===== src/rtl/regfile_master_pkg.sv =====
// Shared definitions for the register-file command master: op codes, FSM states, default sizes.
// The optional write-acknowledge (RFM_WRITE_ACK_EN) is handled in regfile_master.sv.
package regfile_master_pkg;

    localparam int DEF_ADDR_W   = 5;
    localparam int DEF_DATA_W   = 32;
    localparam int DEF_NUM_REGS = 32;

    typedef enum logic [1:0] {
        OP_WRITE = 2'b00,
        OP_READ  = 2'b01,
        OP_DUMP  = 2'b10,
        OP_RSVD  = 2'b11
    } op_e;

    typedef enum logic [2:0] {
        ST_IDLE,
        ST_WRITE,
        ST_READ,
        ST_DUMP,
        ST_RESP
    } state_e;

endpackage


===== src/rtl/regfile_master_if.sv =====
// Command and response channels of the register-file master, both valid/ready.
interface regfile_master_if #(
    parameter int ADDR_W = regfile_master_pkg::DEF_ADDR_W,
    parameter int DATA_W = regfile_master_pkg::DEF_DATA_W
) ();

    logic              cmd_valid;
    logic              cmd_ready;
    logic [1:0]        cmd_op;
    logic [ADDR_W-1:0] cmd_addr1;
    logic [ADDR_W-1:0] cmd_addr2;
    logic [DATA_W-1:0] cmd_wdata;

    logic              rsp_valid;
    logic              rsp_ready;
    logic [ADDR_W-1:0] rsp_addr;
    logic [DATA_W-1:0] rsp_data1;
    logic [DATA_W-1:0] rsp_data2;
    logic              rsp_last;

    modport master (
        input  cmd_valid, cmd_op, cmd_addr1, cmd_addr2, cmd_wdata, rsp_ready,
        output cmd_ready, rsp_valid, rsp_addr, rsp_data1, rsp_data2, rsp_last
    );

    modport slave (
        output cmd_valid, cmd_op, cmd_addr1, cmd_addr2, cmd_wdata, rsp_ready,
        input  cmd_ready, rsp_valid, rsp_addr, rsp_data1, rsp_data2, rsp_last
    );

endinterface


===== src/rtl/regfile_master_dump_counter.sv =====
// Beat counter for the dump sweep: clear on command accept, increment per consumed beat.
module rfm_dump_counter #(
    parameter int K_W  = 4,
    parameter int LAST = 15
) (
    input  logic           clk,
    input  logic           rst,
    input  logic           clr,
    input  logic           inc,
    output logic [K_W-1:0] k,
    output logic           last
);

    logic [K_W-1:0] k_q, k_d;

    always_comb begin
        k_d = k_q;
        if (clr) begin
            k_d = '0;
        end else if (inc && !last) begin
            k_d = k_q + K_W'(1);
        end
    end

    always_ff @(posedge clk or posedge rst) begin
        if (rst) begin
            k_q <= '0;
        end else begin
            k_q <= k_d;
        end
    end

    assign k    = k_q;
    assign last = (k_q == K_W'(LAST));

endmodule


===== src/rtl/regfile_master.sv =====
// Command-driven initiator for a 2R/1W register file; every rf_* and response output is a flop.
// Define RFM_WRITE_ACK_EN to return an acknowledge beat after each write.
module regfile_master
    import regfile_master_pkg::*;
#(
    parameter int ADDR_W   = DEF_ADDR_W,
    parameter int DATA_W   = DEF_DATA_W,
    parameter int NUM_REGS = DEF_NUM_REGS
) (
    input  logic              clk,
    input  logic              rst,
    regfile_master_if.master  bus,
    output logic              rf_we,
    output logic [ADDR_W-1:0] rf_waddr,
    output logic [DATA_W-1:0] rf_wdata,
    output logic [ADDR_W-1:0] rf_raddr1,
    output logic [ADDR_W-1:0] rf_raddr2,
    input  logic [DATA_W-1:0] rf_rdata1,
    input  logic [DATA_W-1:0] rf_rdata2
);

    localparam int HALF = NUM_REGS / 2;
    localparam int K_W  = (HALF > 1) ? $clog2(HALF) : 1;

    state_e            state_q, state_d;
    op_e               op_q, op_d;
    logic              phase_q, phase_d;
    logic [ADDR_W-1:0] addr1_q, addr1_d, addr2_q, addr2_d;
    logic [DATA_W-1:0] wdata_q, wdata_d;
    logic              cmd_ready_q, cmd_ready_d;
    logic              rsp_valid_q, rsp_valid_d;
    logic [ADDR_W-1:0] rsp_addr_q, rsp_addr_d;
    logic [DATA_W-1:0] rsp_data1_q, rsp_data1_d, rsp_data2_q, rsp_data2_d;
    logic              rsp_last_q, rsp_last_d;
    logic              rf_we_q, rf_we_d;
    logic [ADDR_W-1:0] rf_waddr_q, rf_waddr_d;
    logic [DATA_W-1:0] rf_wdata_q, rf_wdata_d;
    logic [ADDR_W-1:0] rf_raddr1_q, rf_raddr1_d, rf_raddr2_q, rf_raddr2_d;

    logic              cnt_clr, cnt_inc, cnt_last;
    logic [K_W-1:0]    cnt_k, cnt_k_inc;
    logic [ADDR_W-1:0] dump_a1, dump_a2, next_a1, next_a2;

    rfm_dump_counter #(.K_W(K_W), .LAST(HALF - 1)) u_dump_counter (
        .clk  (clk),
        .rst  (rst),
        .clr  (cnt_clr),
        .inc  (cnt_inc),
        .k    (cnt_k),
        .last (cnt_last)
    );

    assign cnt_k_inc = cnt_k + K_W'(1);
    assign dump_a1   = ADDR_W'({cnt_k, 1'b0});
    assign dump_a2   = ADDR_W'({cnt_k, 1'b1});
    assign next_a1   = ADDR_W'({cnt_k_inc, 1'b0});
    assign next_a2   = ADDR_W'({cnt_k_inc, 1'b1});

    always_comb begin
        state_d     = state_q;
        op_d        = op_q;
        phase_d     = phase_q;
        addr1_d     = addr1_q;
        addr2_d     = addr2_q;
        wdata_d     = wdata_q;
        cmd_ready_d = cmd_ready_q;
        rsp_valid_d = rsp_valid_q;
        rsp_addr_d  = rsp_addr_q;
        rsp_data1_d = rsp_data1_q;
        rsp_data2_d = rsp_data2_q;
        rsp_last_d  = rsp_last_q;
        rf_we_d     = 1'b0;
        rf_waddr_d  = rf_waddr_q;
        rf_wdata_d  = rf_wdata_q;
        rf_raddr1_d = rf_raddr1_q;
        rf_raddr2_d = rf_raddr2_q;
        cnt_clr     = 1'b0;
        cnt_inc     = 1'b0;

        case (state_q)
            ST_IDLE: begin
                cmd_ready_d = 1'b1;
                if (bus.cmd_valid && cmd_ready_q) begin
                    op_d    = op_e'(bus.cmd_op);
                    addr1_d = bus.cmd_addr1;
                    addr2_d = bus.cmd_addr2;
                    wdata_d = bus.cmd_wdata;
                    phase_d = 1'b0;
                    cnt_clr = 1'b1;
                    case (op_e'(bus.cmd_op))
                        OP_WRITE: begin state_d = ST_WRITE; cmd_ready_d = 1'b0; end
                        OP_READ:  begin state_d = ST_READ;  cmd_ready_d = 1'b0; end
                        OP_DUMP:  begin state_d = ST_DUMP;  cmd_ready_d = 1'b0; end
                        default:  ;
                    endcase
                end
            end
            ST_WRITE: begin
                // r0 is hard-wired zero in the register file, so never strobe it.
                rf_we_d    = (addr1_q != '0);
                rf_waddr_d = addr1_q;
                rf_wdata_d = wdata_q;
`ifdef RFM_WRITE_ACK_EN
                rsp_valid_d = 1'b1;
                rsp_addr_d  = addr1_q;
                rsp_data1_d = (addr1_q == '0) ? '0 : wdata_q;
                rsp_data2_d = '0;
                rsp_last_d  = 1'b1;
                state_d     = ST_RESP;
`else
                state_d     = ST_IDLE;
`endif
            end
            ST_READ, ST_DUMP: begin
                // Phase 0 registers the read addresses; phase 1 captures the data they select.
                if (!phase_q) begin
                    rf_raddr1_d = (state_q == ST_READ) ? addr1_q : dump_a1;
                    rf_raddr2_d = (state_q == ST_READ) ? addr2_q : dump_a2;
                    phase_d     = 1'b1;
                end else begin
                    rsp_valid_d = 1'b1;
                    rsp_addr_d  = rf_raddr1_q;
                    rsp_data1_d = (rf_raddr1_q == '0) ? '0 : rf_rdata1;
                    rsp_data2_d = (rf_raddr2_q == '0) ? '0 : rf_rdata2;
                    rsp_last_d  = (state_q == ST_READ) || cnt_last;
                    state_d     = ST_RESP;
                end
            end
            ST_RESP: begin
                if (bus.rsp_ready) begin
                    rsp_valid_d = 1'b0;
                    if (op_q == OP_DUMP && !cnt_last) begin
                        // Present the next pair now so the following cycle can capture directly.
                        cnt_inc     = 1'b1;
                        rf_raddr1_d = next_a1;
                        rf_raddr2_d = next_a2;
                        phase_d     = 1'b1;
                        state_d     = ST_DUMP;
                    end else begin
                        state_d = ST_IDLE;
                    end
                end
            end
            default: state_d = ST_IDLE;
        endcase
    end

    always_ff @(posedge clk or posedge rst) begin
        if (rst) begin
            state_q     <= ST_IDLE;
            op_q        <= OP_WRITE;
            phase_q     <= 1'b0;
            addr1_q     <= '0;
            addr2_q     <= '0;
            wdata_q     <= '0;
            cmd_ready_q <= 1'b0;
            rsp_valid_q <= 1'b0;
            rsp_addr_q  <= '0;
            rsp_data1_q <= '0;
            rsp_data2_q <= '0;
            rsp_last_q  <= 1'b0;
            rf_we_q     <= 1'b0;
            rf_waddr_q  <= '0;
            rf_wdata_q  <= '0;
            rf_raddr1_q <= '0;
            rf_raddr2_q <= '0;
        end else begin
            state_q     <= state_d;
            op_q        <= op_d;
            phase_q     <= phase_d;
            addr1_q     <= addr1_d;
            addr2_q     <= addr2_d;
            wdata_q     <= wdata_d;
            cmd_ready_q <= cmd_ready_d;
            rsp_valid_q <= rsp_valid_d;
            rsp_addr_q  <= rsp_addr_d;
            rsp_data1_q <= rsp_data1_d;
            rsp_data2_q <= rsp_data2_d;
            rsp_last_q  <= rsp_last_d;
            rf_we_q     <= rf_we_d;
            rf_waddr_q  <= rf_waddr_d;
            rf_wdata_q  <= rf_wdata_d;
            rf_raddr1_q <= rf_raddr1_d;
            rf_raddr2_q <= rf_raddr2_d;
        end
    end

    assign bus.cmd_ready = cmd_ready_q;
    assign bus.rsp_valid = rsp_valid_q;
    assign bus.rsp_addr  = rsp_addr_q;
    assign bus.rsp_data1 = rsp_data1_q;
    assign bus.rsp_data2 = rsp_data2_q;
    assign bus.rsp_last  = rsp_last_q;
    assign rf_we         = rf_we_q;
    assign rf_waddr      = rf_waddr_q;
    assign rf_wdata      = rf_wdata_q;
    assign rf_raddr1     = rf_raddr1_q;
    assign rf_raddr2     = rf_raddr2_q;

endmodule


===== src/flat_wrapper.sv =====
// flat-port wrapper written by rule: the top's interface ports become plain ports
module regfile_master_flat import regfile_master_pkg::*;
#(
    parameter int ADDR_W   = DEF_ADDR_W,
    parameter int DATA_W   = DEF_DATA_W,
    parameter int NUM_REGS = DEF_NUM_REGS
)
  (clk, rst, rf_we, rf_waddr, rf_wdata, rf_raddr1, rf_raddr2, rf_rdata1, rf_rdata2, bus_cmd_valid, bus_cmd_op, bus_cmd_addr1, bus_cmd_addr2, bus_cmd_wdata, bus_rsp_ready, bus_cmd_ready, bus_rsp_valid, bus_rsp_addr, bus_rsp_data1, bus_rsp_data2, bus_rsp_last);
  regfile_master_if #(.ADDR_W(ADDR_W), .DATA_W(DATA_W)) bus_i ();
  input  logic clk;
  input  logic rst;
  output logic rf_we;
  output logic [ADDR_W-1:0] rf_waddr;
  output logic [DATA_W-1:0] rf_wdata;
  output logic [ADDR_W-1:0] rf_raddr1;
  output logic [ADDR_W-1:0] rf_raddr2;
  input  logic [DATA_W-1:0] rf_rdata1;
  input  logic [DATA_W-1:0] rf_rdata2;
  input wire logic [$bits(bus_i.cmd_valid)-1:0] bus_cmd_valid;
  input wire logic [$bits(bus_i.cmd_op)-1:0] bus_cmd_op;
  input wire logic [$bits(bus_i.cmd_addr1)-1:0] bus_cmd_addr1;
  input wire logic [$bits(bus_i.cmd_addr2)-1:0] bus_cmd_addr2;
  input wire logic [$bits(bus_i.cmd_wdata)-1:0] bus_cmd_wdata;
  input wire logic [$bits(bus_i.rsp_ready)-1:0] bus_rsp_ready;
  output wire logic [$bits(bus_i.cmd_ready)-1:0] bus_cmd_ready;
  output wire logic [$bits(bus_i.rsp_valid)-1:0] bus_rsp_valid;
  output wire logic [$bits(bus_i.rsp_addr)-1:0] bus_rsp_addr;
  output wire logic [$bits(bus_i.rsp_data1)-1:0] bus_rsp_data1;
  output wire logic [$bits(bus_i.rsp_data2)-1:0] bus_rsp_data2;
  output wire logic [$bits(bus_i.rsp_last)-1:0] bus_rsp_last;
  assign bus_i.cmd_valid = bus_cmd_valid;
  assign bus_i.cmd_op = bus_cmd_op;
  assign bus_i.cmd_addr1 = bus_cmd_addr1;
  assign bus_i.cmd_addr2 = bus_cmd_addr2;
  assign bus_i.cmd_wdata = bus_cmd_wdata;
  assign bus_i.rsp_ready = bus_rsp_ready;
  assign bus_cmd_ready = bus_i.cmd_ready;
  assign bus_rsp_valid = bus_i.rsp_valid;
  assign bus_rsp_addr = bus_i.rsp_addr;
  assign bus_rsp_data1 = bus_i.rsp_data1;
  assign bus_rsp_data2 = bus_i.rsp_data2;
  assign bus_rsp_last = bus_i.rsp_last;
  regfile_master #(.ADDR_W(ADDR_W), .DATA_W(DATA_W), .NUM_REGS(NUM_REGS)) u_core (.clk(clk), .rst(rst), .bus(bus_i), .rf_we(rf_we), .rf_waddr(rf_waddr), .rf_wdata(rf_wdata), .rf_raddr1(rf_raddr1), .rf_raddr2(rf_raddr2), .rf_rdata1(rf_rdata1), .rf_rdata2(rf_rdata2));
endmodule

===== config.mk =====
export PLATFORM = sky130hd
export DESIGN_NAME = regfile_master_flat
export DESIGN_NICKNAME = d
export VERILOG_FILES = /design/src/rtl/regfile_master_pkg.sv /design/src/rtl/regfile_master_if.sv /design/src/rtl/regfile_master_dump_counter.sv /design/src/rtl/regfile_master.sv /design/src/flat_wrapper.sv
export SDC_FILE = /design/constraint.sdc
export NUM_CORES = 1
export LEC_CHECK = 0
export CAP_MARGIN = 20
export CORE_ASPECT_RATIO = 0.9
export CORE_MARGIN = 5
export CORE_UTILIZATION = 42
export DETAILED_ROUTE_END_ITERATION = 12
export GPL_ROUTABILITY_DRIVEN = 0
export PLACE_DENSITY = 0.75
export SYNTH_ARGS = -nofsm -noshare
export SYNTH_HDL_FRONTEND = slang
export SYNTH_SLANG_ARGS = --single-unit

===== constraint.sdc =====
create_clock -name clk -period 13.8 [get_ports clk]
set_clock_uncertainty 0.15 [all_clocks]
set_input_delay 4.14 -clock clk [delete_from_list [all_inputs] [get_ports clk]]
set_output_delay 4.14 -clock clk [all_outputs]
set_load 0.03 [all_outputs]

After elaboration in Yosys (flattened, before gate mapping)

Cells that the tools add are included.

Bits in registers: 172
Bits of input ports: 112
Output and inout bits: 120
Word-level logic and storage cells: 89

Add/subtract/negate cells: 1
Equal/unequal tests: 14
Mux-type cells: 35
Reduce and logical (&&, ||, !) cells: 21

Operators by type and width:

| kind                                                   | number |
|---|---|
| 2-to-1 mux 32 bit                                      | 2 |
| 2-to-1 mux 5 bit                                       | 8 |
| one-hot mux 5 bit (2 select lines)                     | 2 |
| one-hot mux 3 bit (3 select lines)                     | 2 |
| 2-to-1 mux 1 bit                                       | 13 |
| AND reduction 4 bit                                    | 3 |
| logical NOT 5 bit                                      | 2 |
| 2-to-1 mux 3 bit                                       | 3 |
| 2-to-1 mux 4 bit                                       | 2 |
| equality test 3 x 2 -> 1 bit (second input constant)   | 2 |
| inequality test 2 x 1 -> 1 bit (second input constant) | 3 |
| nonzero test 5 bit                                     | 1 |
| adder 4 x 1 -> 4 bit (second input constant)           | 1 |
| equality test 2 bit (second input constant)            | 2 |
| equality test 4 bit (second input constant)            | 1 |
| inequality test 2 bit (second input constant)          | 2 |
| inequality test 4 bit (second input constant)          | 1 |
| AND reduction 2 bit                                    | 2 |
| nonzero test 2 bit                                     | 2 |
| equality test 3 x 1 -> 1 bit (second input constant)   | 1 |
| equality test 3 bit (second input constant)            | 1 |
| logical AND 1 bit                                      | 3 |
| logical NOT 3 bit                                      | 1 |
| one-hot mux 1 bit (3 select lines)                     | 1 |
| other kinds (10)                                       | 10 |

Logic depth before layout (Yosys ltp)

Gate-level depths: netlist of the first run.

Depth after elaboration: 9
Depth in mapped cells: 6
Gate-level depth less buffers: 6

Cells and area by module

Synthesis of the first run repeated with hierarchy kept, for this count alone.

Cells, all modules: 484
Area, all modules: 7,010.5 µm²

Modules (own cells, without submodules):

| module           | instances | cells an instance | area each (µm²) | seq. area each (µm²) |
|---|---|---|---|---|
| regfile_master   | 1         | 463               | 6,777.8         | 4,204.0 |
| rfm_dump_counter | 1         | 21                | 232.7           | 100.1 |

Least setup slack after synthesis of the first run

OpenSTA, ideal clock, no wires.

Path kind: input port to flip-flop
Start point: in bus_cmd_op[1]
End point: reg u_core.rf_raddr1_q[1], in the netlist u_core.rf_raddr1[1]
Library setup time: 0.125 ns
Data arrival time: 5.421 ns
Required time: 13.525 ns
Setup slack: 8.104 ns
Stages: 6
Path buffers: 0
Cells stage by stage: inv_1 -> ha_1 -> nor3_2 -> o31ai_2 -> a21oi_4 -> mux2_2

RTL lines:

| what                 | RTL line              | text |
|---|---|---|
| start, declared      | flat_wrapper.sv:20    | `input wire logic [$bits(bus_i.cmd_op)-1:0] bus_cmd_op;` |
| end signal, assigned | regfile_master.sv:183 | `rf_raddr1_q <= rf_raddr1_d;` |
| end, declared        | regfile_master.sv:38  | `logic [ADDR_W-1:0] rf_raddr1_q, rf_raddr1_d, rf_raddr2_q, rf_raddr2_d;` |

==> run summary, run 1 <==
==========================================================================================
Number of nets in the synthesized netlist                                              672
Startpoint kind of the worst setup timing path                                   input pin
Maximum vdd ir drop                                                              0.1324 mV
Max stage delay on crit path                                                        510 ps
PortBufs                                                                               231
Critical path fanouts, max                                                              10
Post-route total power                                                            2.432 mW
Final number of hold-violating endpoints                                                 0
Number of sinks on the clock net                                                       172
Count of final max-slew check failures                                                   0
Type of element capturing the critical path                                      flip-flop
Kind of critical path                                                               in2reg
EDFF count, synth                                                                        0
HP Class                                                                           reg2reg
Crit share post-route                                                               43.75%
Run status                                                                    complete, no violations
Area occupied by multi-input gates                                               2301 um^2
All-Layer GR Usage                                                                  19.38%
Flops & latches, synth                                                                 172
Die Area                                                                       18,760 um^2
Primary flip-flop cell chosen by synthesis mapping                                 dfrtp_1
DP Area                                                                          9245 um^2
Count of filler cells inserted in the layout                                         1,234
Arrival time of the worst setup path                                               6180 ps
Clock buffers created by TritonCTS                                                      17
Buffer depth of the longest clock path                                                   2
Critical path buffers and inverters                                                      2
Final setup viols                                                                        0
Share of async-settable or async-resettable flops after synthesis                   100.0%
Start point of the critical path                                              bus_cmd_op[1]
Starting Density                                                                    42.39%
Headroom to the max-slew limit                                                      38.43%
Core box area                                                                  15,970 um^2
Wire length of the first global-routing pass                                      28.41 mm
Sum of net half-perimeters after detailed placement                               12.85 mm
Hold Path Origin                                                              u_core.wdata_q[13]$_DFFE_PP0P_
DR DRC count                                                                             0
Setup tns final                                                                       0 ps
Number of standard cells after synthesis                                               555
Number of instances resized during post-cts repair                                       0
Routed len/inst                                                                   18.16 um
Slew of the pin with the lowest slew margin                                       923.5 ps
Number of detailed-routing iterations run before antenna repair                          5
Number of I/O pins                                                                     232
Cell-by-cell listing of the critical path                                     clkdlybuf4s50_1 -> inv_1 -> ha_1 -> nor3_2 -> o31ai_2 -> a21oi_4 -> mux2_2
Total global routing overflow                                                            0
CTS tree                                                                             built
Routed WL                                                                         18.12 mm
Tmin final                                                                         6038 ps
Max stage delay cell, worst path                                              clkdlybuf4s50_1
Largest net degree at the start of global routing                                       94
Die Span Y                                                                        130.4 um
Top achievable clock speed                                                       165.6 MHz
Routed vias                                                                          5,170
Clock edge transition at the registers on the reported setup and hold paths          70 ps
Clock latency on the worst-skew pair                                                410 ps
Total setup buffers inserted after CTS                                                   0
Maximum level of the CTS H-tree                                                          4
CTS Root Cell                                                                    clkbuf_16
Worst slack at placement                                                           7281 ps
Number of standard-cell rows in the floorplan                                           44
Count of hold buffers inserted by post-cts repair                                        0
CP top delay family                                                           buffers and inverters
Startpoint of the worst register-to-register path                             u_core.state_q[2]$_DFFE_PP0P_
Syn_area_per_cell                                                               12.19 um^2
Power per cell area                                                           246.6 nW/um^2
Nets@finish                                                                            896
Via density                                                                          5.180
Leakage power                                                                     4.469 nW
Sequential cell area                                                             4304 um^2
WP data required                                                                 13,940 ps
Number of antenna violations at the first check in global routing                        0
Setup ws final                                                                     7762 ps
Post-route cell area                                                             9861 um^2
Antenna Violating Nets Remaining                                                         0
Ys Warns                                                                                 0
Via count of the first global-routing pass                                           5,356
Maximum Capacitance Violations                                                           0
Unrepaired setup endpoints after global routing                                      false
Sequential-to-total area share from yosys stat                                      63.60%
Share of layout cells above drive strength 1                                        12.26%
Die Wd                                                                            143.8 um
Layout overhead on the synthesized area                                             45.70%
Number of antenna diodes                                                                 0
Cell area after technology mapping                                               6768 um^2
Initial DRC count                                                                      230
Distinct cell type count of the synthesized netlist                                     45
==========================================================================================
cell usage in the layout, fill, tap and decap left out, drive strengths merged, types with 3 or more instances in the layout:
master	n
nand4	4
nor3	8
o211ai	4
a21oi	9
nand2b	4
nand2	135
clkbuf	22
o21ai	10
ha	5
clkinv	3
nor2b	5
nand3	5
clkinvlp	3
clkdlybuf4s50	231
buf	7
a22o	65
nor2	8
mux2	50
dfrtp	172
inv	8
cells in the mapped netlist (2+ instances only):
cell	n	area, um^2
a211o_1	2	17.52
a211oi_1	2	15.01
a21oi_1	8	40.04
a22o_1	65	569.3
a22oi_1	2	15.01
and3_1	2	12.51
buf_2	19	95.09
clkbuf_1	12	45.04
dfrtp_1	172	4304
ha_1	5	62.56
inv_1	7	26.28
mux2_2	50	563.0
nand2_1	135	506.7
nand2b_1	4	25.02
nand3_1	5	25.02
nand4_1	4	25.02
nor2_1	8	30.03
nor2b_1	5	31.28
nor3_1	6	30.03
nor3_2	2	20.02
nor4_1	2	12.51
o211ai_1	4	30.03
o21ai_0	10	50.05
o311a_1	2	20.02
or4_1	2	15.01
stage by stage:
stage                     util [%]  hold slack, ps  std cells
after floorplan                  -           289.5        555
after global placement       57.91           301.4        965
after detailed placement     57.91           308.4        965
after CTS                    61.47           324.2        996
after global routing         61.76           339.3        998
final                        61.76           319.1        998
state kept, by name, summed over array words and instances (netlist names):
register                 count
u_core.addr1_q               5
u_core.addr2_q               5
u_core.bus.cmd_ready         1
u_core.bus.rsp_addr          5
u_core.bus.rsp_data1        32
u_core.bus.rsp_data2        32
u_core.bus.rsp_last          1
u_core.bus.rsp_valid         1
u_core.op_q                  2
u_core.phase_q               1
u_core.rf_raddr1             5
u_core.rf_raddr2             5
u_core.rf_waddr              5
u_core.rf_wdata             32
u_core.rf_we                 1
u_core.state_q               3
u_core.u_dump_counter.k      4
u_core.wdata_q              32
per-layer routing:
| layer | wire, um | up-vias | global-route usage (%) |
|---|---|---|---|
| li1 | - | 2392 | - |
| met1 | 7842 | 2540 | 26.04 |
| met2 | 8389 | 225 | 30.35 |
| met3 | 1714 | 13 | 6.623 |
| met4 | 177 | 0 | 5.482 |
| met5 | 0 | - | 0 |
worst min-delay path, delay by kind of cell (launching register included):
family	cells	cell delay [ps]
flops	1	340
simple gates	2	100
cell type report:
class / instances / share of cell area (%)
clock inverter: 9 / 1.155
tap: 207 / 2.627
multi-input combinational: 343 / 23.33
sequential: 172 / 43.65
clock buffer: 22 / 4.606
inverter: 7 / 0.3172
timing repair buffer: 238 / 24.31
cell families (layout without fill, tap and decap cells):
group,after synthesis,in the layout,share of synthesized area [%]
AOI/OAI and AO/OA,106,106,12.72
xor gates and xnor gates,1,1,0.1294
and+or+nand+nor,180,180,11.43
DFF,172,172,63.60
buffers and inverters,40,276,2.736
muxes,51,51,8.467
adders and majority gates,5,5,0.9244
power breakdown:
group / total, mW / leakage (nW) / switching, mW / internal [mW]
logic: 1.10 / 2.01 / 0.611 / 0.490
clock network: 0.459 / 0.267 / 0.188 / 0.271
registers: 0.871 / 2.20 / 0.148 / 0.722
path summary, 6_finish.rpt:
path / end / slack [ps] / cells after the start
max in group asynchronous: u_core.bus.rsp_data2[7]$_DFFE_PP0P_ / 8160 / 4
worst max-delay path: u_core.rf_raddr2[3]$_DFFE_PP0P_ / 7760 / 7
worst min-delay path: u_core.wdata_q[13]$_DFFE_PP0P_ / 320 / 2
worst max register to register: u_core.bus.rsp_data2[13]$_DFFE_PP0P_ / 11240 / 6
min in group asynchronous: u_core.bus.rsp_data2[28]$_DFFE_PP0P_ / 4060 / 2
worst min register to register: u_core.wdata_q[13]$_DFFE_PP0P_ / 320 / 2
No activity file was read; power rests on OpenSTA's default activity.
==> inputs of run 2 (changes only) <==
==> constraint.sdc (replaced) <==
create_clock -name clk -period 5.95 [get_ports clk]
set_clock_uncertainty 0.15 [all_clocks]
set_input_delay 1.785 -clock clk [delete_from_list [all_inputs] [get_ports clk]]
set_output_delay 1.785 -clock clk [all_outputs]
set_load 0.03 [all_outputs]
==> run 2 against run 1 <==
  * First-iteration DRC count is 16% higher
  * Largest power group unchanged
  * Final cell count increased by 0.30%
  * Critical path type unchanged
  * Largest cell class unchanged
  * Non-clock buffer count up 1
==> run summary, run 2 (synthesis gave the netlist of run 1 again) <==
==========================================================================================
Top library cells by usage in the layout, fill and taps aside                 clkdlybuf4s50_1 (231), dfrtp_1 (172), nand2_1 (134)
Cell Int Power                                                                    3.452 mW   +130%
Worst hold endpoint                                                           u_core.wdata_q[16]$_DFFE_PP0P_
Maximum vdd ir drop                                                              0.3262 mV   +150%
Startpoint of the worst register-to-register path                             u_core.state_q[2]$_DFFE_PP0P_
Starting Density                                                                    42.39%   unchanged
Number of antenna violations at the first check in global routing                        0   unchanged
Clock buffers created by TritonCTS                                                      17   unchanged
Comb pwr share                                                                       45.3%   about the same
Final number of hold-violating endpoints                                                 0   unchanged
Tmin final                                                                         3687 ps
Top achievable clock speed                                                       271.2 MHz
Routed len/inst                                                                   18.26 um   +0.53%
Placed Cells                                                                           967   +0.21%
Share of layout cells above drive strength 1                                        12.86%   +0.60 points
Routed vias                                                                          5,113   -1.1%
Proportion of power drawn by flip-flops and latches                                  35.6%   -0.2 points
Via count of the first global-routing pass                                           5,386   +0.56%
Clock share of power                                                                 19.2%   +0.3 points
Depth of the worst register-to-register path                                             6   unchanged
Hold Path Origin                                                              u_core.wdata_q[16]$_DFFE_PP0P_
Worst reg-to-reg setup slack                                                       3220 ps   -8020 ps
Setup tns final                                                                       0 ps   unchanged
Maximum level of the CTS H-tree                                                          4   unchanged
WP data required                                                                   6100 ps   -7840 ps
Nets@finish                                                                            897   +0.11%
Number of standard-cell rows in the floorplan                                           44   unchanged
Number of detailed-routing iterations run before antenna repair                          4   -1
Core box area                                                                  15,970 um^2   unchanged
Total global routing overflow                                                            0   unchanged
All-Layer GR Usage                                                                  19.32%   -0.063 points
Critical path fanouts, max                                                              10   unchanged
Type of element capturing the critical path                                      flip-flop
Leakage power                                                                     4.470 nW   about the same
Final standard cell count with taps included and fillers excluded                    1,001   +0.30%
PortBufs                                                                               231   unchanged
Hold Path Cell Cnt                                                                       2   unchanged
Largest net degree at the start of global routing                                      134   +43%
Most frequent standard cell in the layout excluding fill and tap cells        clkdlybuf4s50_1
Number of instances resized during post-cts repair                                       0   unchanged
Wire length of the first global-routing pass                                      28.25 mm   -0.56%
Kind of critical path                                                               in2reg
Number of sinks on the clock net                                                       172   unchanged
Final setup viols                                                                        0   unchanged
DR DRC count                                                                             0   unchanged
Unrepaired setup endpoints after global routing                                      false
Switching power                                                                   2.220 mW   +130%
Arrival time of the worst setup path                                               3830 ps   -2350 ps
Clock latency on the worst-skew pair                                                410 ps   about the same
Via density                                                                          5.108   -1.4%
Die Span Y                                                                        130.4 um   unchanged
Clock edge transition at the registers on the reported setup and hold paths          60 ps   about the same
CTS tree                                                                             built
Layout overhead on the synthesized area                                             46.07%
CTS Root Cell                                                                    clkbuf_16
Switching fraction of total power                                                   39.14%   +0.16 points
Post-route cell area                                                             9886 um^2   +0.25%
Crit share post-route                                                               61.97%
Power per cell area                                                           573.7 nW/um^2   +130%
Maximum Capacitance Violations                                                           0   unchanged
Count of filler cells inserted in the layout                                         1,255   +1.7%
Antenna Violating Nets Remaining                                                         0   unchanged
Slew of the pin with the lowest slew margin                                       908.7 ps   -14.84 ps
HP Class                                                                           reg2reg
Initial DRC count                                                                      267   +16%
Sum of net half-perimeters after detailed placement                               13.05 mm   +1.5%
Die Area                                                                       18,760 um^2   unchanged
Run status                                                                    complete, no violations
Startpoint kind of the worst setup timing path                                   input pin
Headroom to the max-slew limit                                                      39.42%   +0.99 points
Total setup buffers inserted after CTS                                                   0   unchanged
Count of hold buffers inserted by post-cts repair                                        0   unchanged
DP Area                                                                          9279 um^2   +0.37%
Die Wd                                                                            143.8 um   unchanged
Buffer depth of the longest clock path                                                   2   unchanged
Routed WL                                                                         18.27 mm   +0.83%
Reg2Reg Capture Point                                                         u_core.bus.rsp_data1[31]$_DFFE_PP0P_
Number of I/O pins                                                                     232   unchanged
Count of final max-slew check failures                                                   0   unchanged
==========================================================================================
## run 2: cell types whose count changed in the layout (fill, tap and decap cells not counted), sizes merged
cell / before / now
buf: 7 / 8
clkbuf: 22 / 19
clkinvlp: 3 / 7
diode: 0 / 1
## run 2: how the worst max path moves through the flow
stage,slack [ps],end,startpoint
CTS,2300,u_core.rf_raddr2[4]$_DFFE_PP0P_,bus_cmd_op[1]
floorplan,1820,u_core.addr1_q[0]$_DFFE_PP0P_,rst
global route,2180,u_core.rf_raddr2[4]$_DFFE_PP0P_,bus_cmd_op[1]
detailed placement,1860,u_core.rf_raddr2[4]$_DFFE_PP0P_,bus_cmd_op[1]
finish,2260,u_core.rf_raddr2[4]$_DFFE_PP0P_,bus_cmd_op[1]
global placement,1860,u_core.addr1_q[3]$_DFFE_PP0P_,bus_cmd_valid
## run 2: routing by layer
layer	vias up	wire length, um	GRT usage [%]
li1	2393	-	-
met1	2492	7677	25.21
met2	214	8585	30.77
met3	14	1773	6.550
met4	0	238	6.146
met5	-	0	0
## run 2: stage by stage
| step | utilization (%) | hold WS (ps) | total power, mW | worst slack, ps |
|---|---|---|---|---|
| 2_1_floorplan | - | 289.5 | 3.520 | 1818 |
| 3_3_place_gp | 58.03 | 302.7 | 4.520 | 1858 |
| 3_5_place_dp | 58.12 | 308.8 | 4.608 | 1863 |
| 4_1_cts | 61.78 | 326.5 | 5.726 | 2303 |
| 5_1_grt | 61.90 | 353.2 | 6.000 | 2182 |
| 6_report | 61.92 | 323.1 | 5.672 | 2263 |
## run 2: area by class of cell
| class | count | area (um^2) | share of cell area [%] |
|---|---|---|---|
| sequential | 172 | 4304 | 43.54 |
| antenna | 1 | 2.502 | 0.02531 |
| timing repair buffer | 239 | 2405 | 24.33 |
| multi-input combinational | 343 | 2301 | 23.28 |
| inverter | 7 | 30.03 | 0.3038 |
| clock inverter | 13 | 141.4 | 1.430 |
| tap | 207 | 259.0 | 2.620 |
| clock buffer | 19 | 442.9 | 4.480 |
## run 2: critical path, stage by stage
cell and delay (ps):
clkdlybuf4s50_1 520, inv_1 90, ha_1 220, nor3_2 300
o31ai_2 160, a21oi_4 370, mux2_2 390
## run 2: power groups by stage
stage                     logic, mW  registers [mW]  clock network (mW)
after global routing           2.75            2.09                1.17
after detailed placement       2.57            2.04                   0
after global placement         2.52            2.00                   0
after floorplan               0.908            2.61                   0
final                          2.57            2.02                1.09
after CTS                      2.59            2.02                1.12
==> inputs of run 3 (changes only) <==
--- a/config.mk
+++ b/config.mk
@@ -8,10 +8,10 @@
 export CAP_MARGIN = 20
 export CORE_ASPECT_RATIO = 0.9
 export CORE_MARGIN = 5
-export CORE_UTILIZATION = 42
+export CORE_UTILIZATION = 41
 export DETAILED_ROUTE_END_ITERATION = 12
 export GPL_ROUTABILITY_DRIVEN = 0
-export PLACE_DENSITY = 0.75
+export PLACE_DENSITY = 0.76
 export SYNTH_ARGS = -nofsm -noshare
 export SYNTH_HDL_FRONTEND = slang
 export SYNTH_SLANG_ARGS = --single-unit
==> constraint.sdc (replaced) <==
create_clock -name clk -period 2.96 [get_ports clk]
set_clock_uncertainty 0.15 [all_clocks]
set_input_delay 0.888 -clock clk [delete_from_list [all_inputs] [get_ports clk]]
set_output_delay 0.888 -clock clk [all_outputs]
set_load 0.03 [all_outputs]
==> run 3 against run 2 <==
  * Flip-flop and latch count stayed put
  * Largest power group unchanged
  * Critical path type unchanged
  * Hold slack better by 3.7 ps
  * First-iteration DRC count is 10% higher
  * Worst setup slack worse by 2000 ps
  * Routed wire length is 4.3% higher
  * Critical path depth stayed put
==> run summary, run 3 (synthesis gave the netlist of run 1 again) <==
==========================================================================================
Count of hold buffers inserted by post-cts repair                                        0   unchanged
Maximum Capacitance Violations                                                           0   unchanged
Number of standard-cell rows in the floorplan                                           44   unchanged
Tmin final                                                                         2688 ps
Total global routing overflow                                                            0   unchanged
Final setup viols                                                                        0   unchanged
PortBufs                                                                               231   unchanged
Number of sinks on the clock net                                                       172   unchanged
Switching power                                                                   4.522 mW   +100%
Nets@finish                                                                            913   +1.8%
HP Class                                                                           reg2reg
Via count of the first global-routing pass                                           5,632   +4.6%
DR DRC count                                                                             0   unchanged
Maximum vdd ir drop                                                              0.7810 mV   +140%
Number of antenna violations at the first check in global routing                        0   unchanged
Kind of critical path                                                               in2reg
All-Layer GR Usage                                                                  20.05%   +0.73 points
CP top delay family                                                           buffers and inverters
Type of element capturing the critical path                                      flip-flop
Via density                                                                          5.236   +2.5%
Number of detailed-routing iterations run before antenna repair                          4   unchanged
Initial DRC count                                                                      295   +10%
Clock edge transition at the registers on the reported setup and hold paths          60 ps   about the same
Number of I/O pins                                                                     232   unchanged
Routed WL                                                                         19.05 mm   +4.3%
Clock share of power                                                                 18.7%   -0.5 points
Share of layout cells above drive strength 1                                        14.60%   +1.7 points
Cell Int Power                                                                    6.909 mW   +100%
Slew of the pin with the lowest slew margin                                       769.9 ps   -138.7 ps
Comb pwr share                                                                       45.8%   +0.5 points
Run status                                                                    complete, no violations
Largest net degree at the start of global routing                                       57   -57%
Maximum level of the CTS H-tree                                                          4   unchanged
Critical path fanouts, max                                                              10   unchanged
Core box area                                                                  16,190 um^2   +1.4%
Hold slack final                                                                  326.8 ps   +3.735 ps
Switching fraction of total power                                                   39.56%   +0.42 points
Wire length of the first global-routing pass                                      31.13 mm   +10%
Routed len/inst                                                                   18.77 um   +2.8%
Die Wd                                                                            145.4 um   +1.1%
Cell-by-cell listing of the critical path                                     clkdlybuf4s50_1 -> inv_1 -> ha_1 -> nor3_2 -> o31ai_2 -> a21oi_4 -> mux2_2
Count of filler cells inserted in the layout                                         1,259   +0.32%
Crit share post-route                                                               90.80%
Routed vias                                                                          5,315   +4.0%
Number of antenna diodes                                                                 0   -1
Buffer depth of the longest clock path                                                   2   unchanged
Max stage delay on crit path                                                        530 ps   about the same
Placed Cells                                                                           984   +1.8%
Final standard cell count with taps included and fillers excluded                    1,015   +1.4%
Starting Density                                                                    41.81%   -0.58 points
Die Area                                                                       19,180 um^2   +2.3%
Unrepaired setup endpoints after global routing                                      false
Number of instances resized during post-cts repair                                       0   unchanged
Most frequent standard cell in the layout excluding fill and tap cells        clkdlybuf4s50_1
Layout overhead on the synthesized area                                             47.99%
CTS Root Cell                                                                    clkbuf_16
Arrival time of the worst setup path                                               2830 ps   -1000 ps
Proportion of power drawn by flip-flops and latches                                  35.5%   about the same
Die Span Y                                                                        131.9 um   +1.1%
Top library cells by usage in the layout, fill and taps aside                 clkdlybuf4s50_1 (231), dfrtp_1 (172), nand2_1 (134)
Total setup buffers inserted after CTS                                                   0   unchanged
Top achievable clock speed                                                       372.1 MHz
Count of final max-slew check failures                                                   0   unchanged
Clock latency on the worst-skew pair                                                420 ps   about the same
WP data required                                                                   3110 ps   -2990 ps
Startpoint kind of the worst setup timing path                                   input pin
Clock buffers created by TritonCTS                                                      17   unchanged
Critical path buffers and inverters                                                      2   unchanged
Headroom to the max-slew limit                                                      48.67%   +9.3 points
Antenna Violating Nets Remaining                                                         0   unchanged
Final number of hold-violating endpoints                                                 0   unchanged
Power per cell area                                                           1141 nW/um^2   +99%
CTS tree                                                                             built
Leakage power                                                                     4.573 nW   +2.3%
Sum of net half-perimeters after detailed placement                               14.02 mm   +7.4%
Max stage delay cell, worst path                                              clkdlybuf4s50_1
==========================================================================================
==> run 3: layout make-up <==
cell class	count	area [um^2]	share of cell area, %
sequential	172	4304	42.97
timing repair buffer	255	2555	25.51
multi-input combinational	343	2301	22.97
clock buffer	19	452.9	4.522
tap	207	259.0	2.586
clock inverter	12	113.9	1.137
inverter	7	30.03	0.2998
==> run 3: per-layer routing <==
metal	global-route usage, %	vias up	wire [um]
met3	6.394	24	1569
li1	-	2429	-
met4	4.456	0	224
met5	0	-	0
met2	32.40	251	8905
met1	26.72	2611	8354
==> run 3: worst paths after layout <==
kind | slack, ps | cells after the start | end | startpoint
worst max register to register | 570 | 5 | u_core.bus.rsp_data2[17]$_DFFE_PP0P_ | u_core.state_q[2]$_DFFE_PP0P_
max in group asynchronous | 1280 | 4 | u_core.wdata_q[11]$_DFFE_PP0P_ | rst
worst max-delay path | 270 | 7 | u_core.rf_raddr2[2]$_DFFE_PP0P_ | bus_cmd_op[0]
min in group asynchronous | 680 | 2 | u_core.bus.rsp_data1[19]$_DFFE_PP0P_ | rst
worst min-delay path | 330 | 2 | u_core.wdata_q[28]$_DFFE_PP0P_ | u_core.wdata_q[28]$_DFFE_PP0P_
worst min register to register | 330 | 2 | u_core.wdata_q[28]$_DFFE_PP0P_ | u_core.wdata_q[28]$_DFFE_PP0P_
==> run 3: power by group through the flow <==
stage          Sequential [mW]  Clock, mW  Combinational [mW]
2_1_floorplan             5.25          0                1.83
3_3_place_gp              4.01          0                5.15
3_5_place_dp              4.09          0                5.27
4_1_cts                   4.07       2.19                5.30
5_1_grt                   4.19       2.29                5.60
6_report                  4.06       2.13                5.24
==> run 3: tightest hold or removal path: cells and delay by family, from the launching register on <==
kind,cells,cell delay [ps]
DFF,1,340
and+or+nand+nor,2,110
==> run 3: metrics by stage <==
stage	TNS [ps]	area [um^2]	utilization, %	worst slack (ps)	power [mW]
after floorplan	-47250	6771	-	-274.7	7.075
after global placement	-463.7	9449	58.38	-52.23	9.169
after detailed placement	-1411	9449	58.38	-155.3	9.360
after CTS	0	10020	61.88	292.3	11.56
after global routing	0	10020	61.88	185.4	12.08
final	0	10020	61.88	272.4	11.43
